## src/rtl/snake_dir_ctrl.sv

```systemverilog
// snake_dir_ctrl
// Direction controller for the snake game. It synchronises and debounces the four
// active-low direction buttons, rejects duplicate and 180-degree reversal presses,
// and queues accepted presses. One queued direction is applied per game-step tick.
// Direction encoding: 0 left, 1 up, 2 right, 3 down.
// The button index equals the direction code: bit0 left, bit1 up, bit2 right, bit3 down.
module snake_dir_ctrl #(
    parameter int DEBOUNCE_CYCLES = 4,
    parameter int QUEUE_DEPTH     = 2,
    parameter int RESET_DIR       = 2,
    localparam int CW             = $clog2(QUEUE_DEPTH + 1)
) (
    input  logic          clk,
    input  logic          reset,
    input  logic [3:0]    btn,
    input  logic          tick,
    output logic [1:0]    move_direction,
    output logic          dir_change,
    output logic          press_drop,
    output logic [CW-1:0] queue_count
);

    localparam int PW = (QUEUE_DEPTH > 1) ? $clog2(QUEUE_DEPTH) : 1;
    localparam int DW = (DEBOUNCE_CYCLES > 1) ? $clog2(DEBOUNCE_CYCLES) : 1;
    localparam logic [DW-1:0] DEB_LAST   = DW'(DEBOUNCE_CYCLES - 1);
    localparam logic [CW-1:0] COUNT_FULL = CW'(QUEUE_DEPTH);
    localparam logic [1:0]    DIR_RESET  = 2'(RESET_DIR);

    logic [3:0]          r_sync1;
    logic [3:0]          r_sync2;
    logic [3:0]          r_deb;
    logic [3:0][DW-1:0]  r_cnt;
    logic [3:0]          r_ev;

    logic [1:0]          r_q [QUEUE_DEPTH];
    logic [PW-1:0]       r_wr;
    logic [PW-1:0]       r_rd;

    logic [3:0]          w_fall;
    logic                w_ev_valid;
    logic [1:0]          w_ev_dir;
    logic [PW-1:0]       w_newest;
    logic [1:0]          w_ref;
    logic                w_pop;
    logic                w_push;
    logic                w_drop;

    // Two-flop synchroniser on the raw asynchronous buttons (idle = released = 1).
    always_ff @(posedge clk or negedge reset) begin
        if (!reset) begin
            r_sync1 <= 4'hF;
            r_sync2 <= 4'hF;
        end else begin
            r_sync1 <= btn;
            r_sync2 <= r_sync1;
        end
    end

    // A debounced bit falls from 1 to 0 on the edge where its counter expires while still differing.
    always_comb begin
        w_fall = '0;
        for (int i = 0; i < 4; i++) begin
            w_fall[i] = r_deb[i] && !r_sync2[i] && (r_cnt[i] == DEB_LAST);
        end
    end

    // Per-button debounce counters; the press event is the registered falling edge.
    always_ff @(posedge clk or negedge reset) begin
        if (!reset) begin
            r_deb <= 4'hF;
            r_cnt <= '0;
            r_ev  <= '0;
        end else begin
            for (int i = 0; i < 4; i++) begin
                if (r_sync2[i] != r_deb[i]) begin
                    if (r_cnt[i] == DEB_LAST) begin
                        r_deb[i] <= r_sync2[i];
                        r_cnt[i] <= '0;
                    end else begin
                        r_cnt[i] <= r_cnt[i] + 1'b1;
                    end
                end else begin
                    r_cnt[i] <= '0;
                end
            end
            r_ev <= w_fall;
        end
    end

    // Pick one event (lowest index wins) and decide push/drop against the reference direction,
    // which is the newest queued entry, or the live direction when the queue is empty.
    always_comb begin
        w_ev_valid = |r_ev;
        w_ev_dir   = 2'd0;
        for (int i = 3; i >= 0; i--) begin
            if (r_ev[i]) begin
                w_ev_dir = 2'(i);
            end
        end
        w_newest = r_wr - 1'b1;
        w_ref    = (queue_count != '0) ? r_q[w_newest] : move_direction;
        // Pop only sees entries present before this edge, so a same-cycle push into an empty queue waits.
        w_pop    = tick && (queue_count != '0);
        w_push   = w_ev_valid && (w_ev_dir != w_ref) && (w_ev_dir != (w_ref ^ 2'b10))
                   && ((queue_count != COUNT_FULL) || w_pop);
        w_drop   = w_ev_valid && !w_push;
    end

    // Pending-direction FIFO, applied direction and the two status pulses.
    always_ff @(posedge clk or negedge reset) begin
        if (!reset) begin
            for (int i = 0; i < QUEUE_DEPTH; i++) begin
                r_q[i] <= 2'd0;
            end
            r_wr           <= '0;
            r_rd           <= '0;
            queue_count    <= '0;
            move_direction <= DIR_RESET;
            dir_change     <= 1'b0;
            press_drop     <= 1'b0;
        end else begin
            if (w_push) begin
                r_q[r_wr] <= w_ev_dir;
                r_wr      <= r_wr + 1'b1;
            end
            if (w_pop) begin
                r_rd           <= r_rd + 1'b1;
                move_direction <= r_q[r_rd];
            end
            case ({w_push, w_pop})
                2'b10:   queue_count <= queue_count + 1'b1;
                2'b01:   queue_count <= queue_count - 1'b1;
                default: queue_count <= queue_count;
            endcase
            dir_change <= w_pop && (r_q[r_rd] != move_direction);
            press_drop <= w_drop;
        end
    end

endmodule
```

## config.mk

```make
export PLATFORM = sky130hd
export DESIGN_NAME = snake_dir_ctrl
export DESIGN_NICKNAME = d
export VERILOG_FILES = /design/src/rtl/snake_dir_ctrl.sv
export SDC_FILE = /design/constraint.sdc
export NUM_CORES = 1
export LEC_CHECK = 0
export ABC_AREA = 1
export ABC_CLOCK_PERIOD_IN_PS = 1600
export CAP_MARGIN = 20
export CELL_PAD_IN_SITES_DETAIL_PLACEMENT = 0
export CELL_PAD_IN_SITES_GLOBAL_PLACEMENT = 1
export CORE_ASPECT_RATIO = 0.9
export CORE_UTILIZATION = 40
export CTS_CLUSTER_SIZE = 8
export DETAILED_ROUTE_END_ITERATION = 12
export PLACE_DENSITY = 0.78
export SLEW_MARGIN = 10
export SYNTH_ARGS = -nofsm -noshare
export SYNTH_HDL_FRONTEND = slang
export SYNTH_SLANG_ARGS = --single-unit
```

## constraint.sdc

```tcl
create_clock -name clk -period 1.6 [get_ports clk]
set_input_delay 0.32 -clock clk [delete_from_list [all_inputs] [get_ports clk]]
set_output_delay 0.32 -clock clk [all_outputs]
set_load 0.1 [all_outputs]
```

After elaboration in Yosys (flattened, before gate mapping)
Index checks and enable logic that the tools add are counted.
Storage, ports and cells
  latch bits: 0
  logic and storage cells: 101
  register bits after elaboration: 36
  bits in writable memories: 0
  memory bits (read-only): 0
  bits of input ports: 7
  memories: 0
Operators by class
  shift-type cells: 0
  eq/ne operators: 14
  divide/modulo/power cells: 0
  magnitude comparators: 4
  mux-type cells: 23
  add/subtract/negate cells: 9
  $mul: 0
  bitwise logic cells: 4
  reductions and logical operators: 28
Operators with widths (number)
  2-bit 2-to-1 mux: 20
  1-bit logical AND: 15
  2-bit by 1-bit adder with 2-bit output (second input constant): 5
  2-bit == test (second input constant): 5
  2-bit AND reduction: 4
  2-bit greater-or-equal comparator (second input constant): 3
  2-bit inequality test: 3
  1-bit NOT with 2-bit output: 3
  1-bit logical NOT: 5
  4-bit bitwise mux: 1
  1-bit inequality test: 4
  2-bit case mux with 2 select lines: 1
  2-bit nonzero test: 2
  4-bit OR reduction: 1
  1-bit adder (second input constant): 2
  2-bit demux with 1-bit select: 1
  2-bit by 1-bit == test with 1-bit output (second input constant): 1
  2-bit by 1-bit less-than comparator with 1-bit output (second input constant): 1
  2-bit inequality test (second input constant): 1
  2-bit by 1-bit subtractor with 2-bit output (second input constant): 1
  1-bit logical OR: 1
  1-bit NOT: 1
  1-bit subtractor (second input constant): 1

Logic depth before layout (Yosys ltp)
  depth in word-level cells: 12
  depth in mapped cells: 12

Least setup slack after synthesis
OpenSTA, ideal clock, no wires.
  path kind: register to register
  start point: register queue_count[1]
  end point: register queue_count[1]
  arrival: 2307 ps
  stages on the path, launching flop included: 12
  setup slack: -841 ps
  setup time: 134 ps
  cell sequence: dfrtp_1 > inv_1 > nand2_2 > inv_2 > nand2_2 > nand3_1 > nand2_4 > nand2_1 > ha_1 > a21oi_1 > o21ai_0 > xor2_1
On the way
  cells in the longest elaborated chain, start to end: 8
  elaborated cells on any way between the ends: 17
  those cells by class: add/sub (2); eq/ne (5); mux (2); bitwise (1); reduce/logical (7)
RTL lines
  from (decl): line 20  | output logic [CW-1:0] queue_count
  from (signal assigned): line 131  | 2'b10: queue_count <= queue_count + 1'b1;
  from (signal assigned): line 132  | 2'b01: queue_count <= queue_count - 1'b1;
  from (signal assigned): line 133  | default: queue_count <= queue_count;
  2-bit nonzero test: line 101, 103
  2-bit 2-to-1 mux: line 101  | w_ref = (queue_count != '0) ? r_q[w_newest] : move_direction;
  2-bit inequality test / 1-bit NOT (equally long branches)
  1-bit logical AND / 2-bit inequality test (equally long branches): line 104  | w_push = w_ev_valid && (w_ev_dir != w_ref) && (w_ev_dir != (w_ref ^ 2'b10))
  1-bit logical AND: line 104
  1-bit logical AND: line 105  | && ((queue_count != COUNT_FULL) || w_pop);
  2-bit by 1-bit == test with 1-bit output / 2-bit == test (equally long branches): line 130  | case ({w_push, w_pop})
  2-bit case mux with 2 select lines / 2-bit nonzero test (equally long branches)
Parallel ways exist; a longest one is shown, timed or not.
A chain may end at the register's enable or synchronous reset.

Worst setup path after layout
Ends and elaborated chain as after synthesis.

==> results.ini <==
[status]
outcome=complete, but fails checks
violations=setup timing

[route]
wl_met2_um=1230
drt-met1-wl_um=1050
drt_first_iter_violations=25
detailed_route_wire_length_um=2420
remaining_drc_errors=0
vias_per_cell=4.72
top_signal_layer_used=met4
dr.pass1.iters=4
vias=1058
route.antenna.remaining_nets=0
detailed_route_wire_length_per_cell_um=10.8
wl_met3_um=86

[worst_setup_path]
critical_path_buf_inv_count=2
cpMaxStageDelayCell=sky130_fd_sc_hd__dfrtp_4
slowest_delay_ns=0.48
crit_top_cell=sky130_fd_sc_hd__nand2_2
crit_chain=inv_2 -> nand2_2 -> inv_2 -> nand2_2 -> nand2_2 -> nand2_2 -> nand2_4 -> nand2_4 -> ha_4 -> a21oi_2 -> o21ai_1 -> xor2_1
endpoint=queue_count[1]
critical_path_cell_count=12
startpoint_type=flop
cp.required_ns=1.77
crit_path_start=queue_count[1]
r2r-start=queue_count[1]
worstRegToRegCells=12
critPathTopFamily=flip-flops
criticalPathCategory=reg2reg
worst_setup_slack_for_register_to_register_paths_ns=-0.02
crit_fanout=2
endpoint_kind=flop
crit_arrival_ns=1.79
regToRegEndpoint=queue_count[1]

[timing]
worst_hold_slack_ns=0.356
postLayoutSetupSlackWorst_ns=-0.0213
hold_viol=0
worst_pin_slew_ns=0.285
relative_slew_slack_pct=80.9
skew_ns=0.00496
min_period_over_period_pct=101
report.final.slew_viol_count=0
report.final.setup_viol=1
max_freq_ghz=0.617
grt_setup_unrepaired=yes
post-route-min-period_ns=1.62
timing.setup.tns_ns=-0.0213

[synth]
postSynthRegisterBits=36
synthDominantCellAreaShare_pct=37.8
synthCells=148
yosys_warnings=0
synth_area_leaders=sky130_fd_sc_hd__dfrtp_1 38%, sky130_fd_sc_hd__dfstp_2 22%, sky130_fd_sc_hd__ha_1 7.4%, sky130_fd_sc_hd__nand2_1 7.1%, sky130_fd_sc_hd__inv_1 6.4%
synth.avg_cell_area_um2=10.3
synth_largest_area_cell=sky130_fd_sc_hd__dfrtp_1
ys_seq_area_share_pct=60.2
synth_flop_cell=sky130_fd_sc_hd__dfrtp_1
postSynth.asyncResetShare_pct=100
proportion_of_synthesized_area_in_mux_cells_pct=0
synthesis.area_mm2=0.00152
synth_edf_count=0
synth_top_family_by_area=simple AND/OR/NAND/NOR gates
complex_gate_fraction_of_the_synthesized_area_pct=5.26
synth_fa_ha_area_share_pct=7.40
share_of_synthesized_cell_area_in_and_or_nand_and_nor_gates_pct=17.1
count_of_unique_library_cells_instantiated_by_yosys=20
syn-num-nets=164
synth-xor-area-share_pct=2.88

[floorplan]
floorplan.core_area_mm2=0.00350
top_level_ports=13
die_height_um=60.5
row_count=20
chipWidth_um=67.0
initial_utilization_pct=43.5
floorplan.die_area_mm2=0.00406

[hold_path]
worst_hold_path_type=reg2reg

[layout]
antenna-diode-count=0
nets=195
ratio_of_cells_with_drive_above_1_in_the_final_layout_pct=31.1
post-route-util_pct=57.2
area_delta_synth_final_pct=31.6
leading_cell_types_in_the_layout_fill_and_taps_excluded=28 x sky130_fd_sc_hd__nand2_1, 25 x sky130_fd_sc_hd__inv_1, 20 x sky130_fd_sc_hd__dfrtp_1, 13 x sky130_fd_sc_hd__dfstp_2, 11 x sky130_fd_sc_hd__buf_4
postLayoutCellArea_mm2=0.00200
most_common_cell_after_layout_fill_and_taps_aside=sky130_fd_sc_hd__nand2_1

[global_routing]
globalRouteOverflowTotal=0
first_global_vias=941
global_route.usage.total_pct=14.8
antenna_found_initial=0
grt_start_max_net_pins=37
grt_first_pass_wirelength_um=4140

[cts]
clockRootBuffer=sky130_fd_sc_hd__clkbuf_8
cts_clock_pin_slew_for_the_worst_setup_and_hold_paths_ns=0.07
clock_sink_count=36
htree_num_levels=2
cts_resized=0
cts_max_path_buffers=2
cts_buffer_count=5
insertion_delay_of_the_later_clocked_pin_in_the_worst_skew_pair_ns=0.28
cts_tree=done
post-cts-setup-buffers=0

[pwr]
power_per_cell_area_mw_per_mm2=1830
power.leakage_nw=1.03
worst_ir_drop_vdd_mv=0.758

[run]
count_of_max_cap_constraint_violations=0

[place]
post-dp-hpwl_um=1790
placement.io_buffers=12
dpl_cell_area_mm2=0.00190
globalplace.congestion=0.762

kinds of logic after synthesis:
logic type	count (synthesis)
flops	36
buf+inv	29
compound gates	14
xor+xnor	5
fa+ha+maj	9
simple gates	55
routing by layer:
metal  GRT usage, %  up-vias
met5              0        -
met4           10.0        0
met3           5.26        4
met2           23.4       14
met1           16.8      516
li1               -      524
metrics by stage:
stage	cells	total power (W)	setup slack, ns
finish	224	0.00366	-0.0213
global route	224	0.00392	-0.140
CTS	224	0.00370	-0.0487
detailed placement	216	0.00292	-0.230
global placement	216	0.00285	-0.176
floorplan	148	0.00233	-0.213
power breakdown:
part	internal [W]	switching, W	total (W)	leakage, nW
clock	0.000462	0.000307	0.000769	0.0552
combinational	0.000633	0.000898	0.00153	0.536
sequential	0.00121	0.000147	0.00136	0.437
total	0.00231	0.00135	0.00366	1.03
timing repair:
action,in CTS,in global routing
endpoints found under the setup margin,1,2
hold buffers,0,0
cloned,0,0
registers in the layout (all words and copies together), names as in the netlist:
register / cells
dir_change: 1
move_direction: 2
press_drop: 1
queue_count: 2
r_cnt: 8
r_deb: 4
r_ev: 4
r_q: 4
r_rd: 1
r_sync1: 4
r_sync2: 4
r_wr: 1
synthesized netlist by cell type (3+ instances only):
cell                      count
sky130_fd_sc_hd__nand2_1     29
sky130_fd_sc_hd__inv_1       26
sky130_fd_sc_hd__dfrtp_1     23
sky130_fd_sc_hd__dfstp_2     13
sky130_fd_sc_hd__ha_1         9
sky130_fd_sc_hd__a21oi_1      5
sky130_fd_sc_hd__nor2_1       5
sky130_fd_sc_hd__nor3_1       5
sky130_fd_sc_hd__a31oi_1      4
sky130_fd_sc_hd__nand2_2      4
sky130_fd_sc_hd__nand3_1      4
sky130_fd_sc_hd__nand4_1      4
sky130_fd_sc_hd__xor2_1       4
sky130_fd_sc_hd__inv_2        3
sky130_fd_sc_hd__o21ai_0      3
area by class of cell:
type	count	area, um2
sequential	36	928
multi-input combinational	83	520
inverter	29	109
timing repair buffer	24	283
tap	44	55.1
clock inverter	2	35.0
fill	294	1500
clock buffer	6	72.6
how the worst min path moves through the flow:
stage / start / to / slack (ns) / depth (start not counted)
after floorplan: reset / dir_change / 0.02 / 0
after global placement: r_sync1[0] / r_sync2[0] / 0.35 / 0
after detailed placement: r_sync1[3] / r_sync2[3] / 0.35 / 0
after CTS: r_sync1[3] / r_sync2[3] / 0.36 / 0
after global routing: r_sync1[2] / r_sync2[2] / 0.36 / 0
final: r_sync1[3] / r_sync2[3] / 0.36 / 0
No activity file was read; power rests on OpenSTA's default activity.
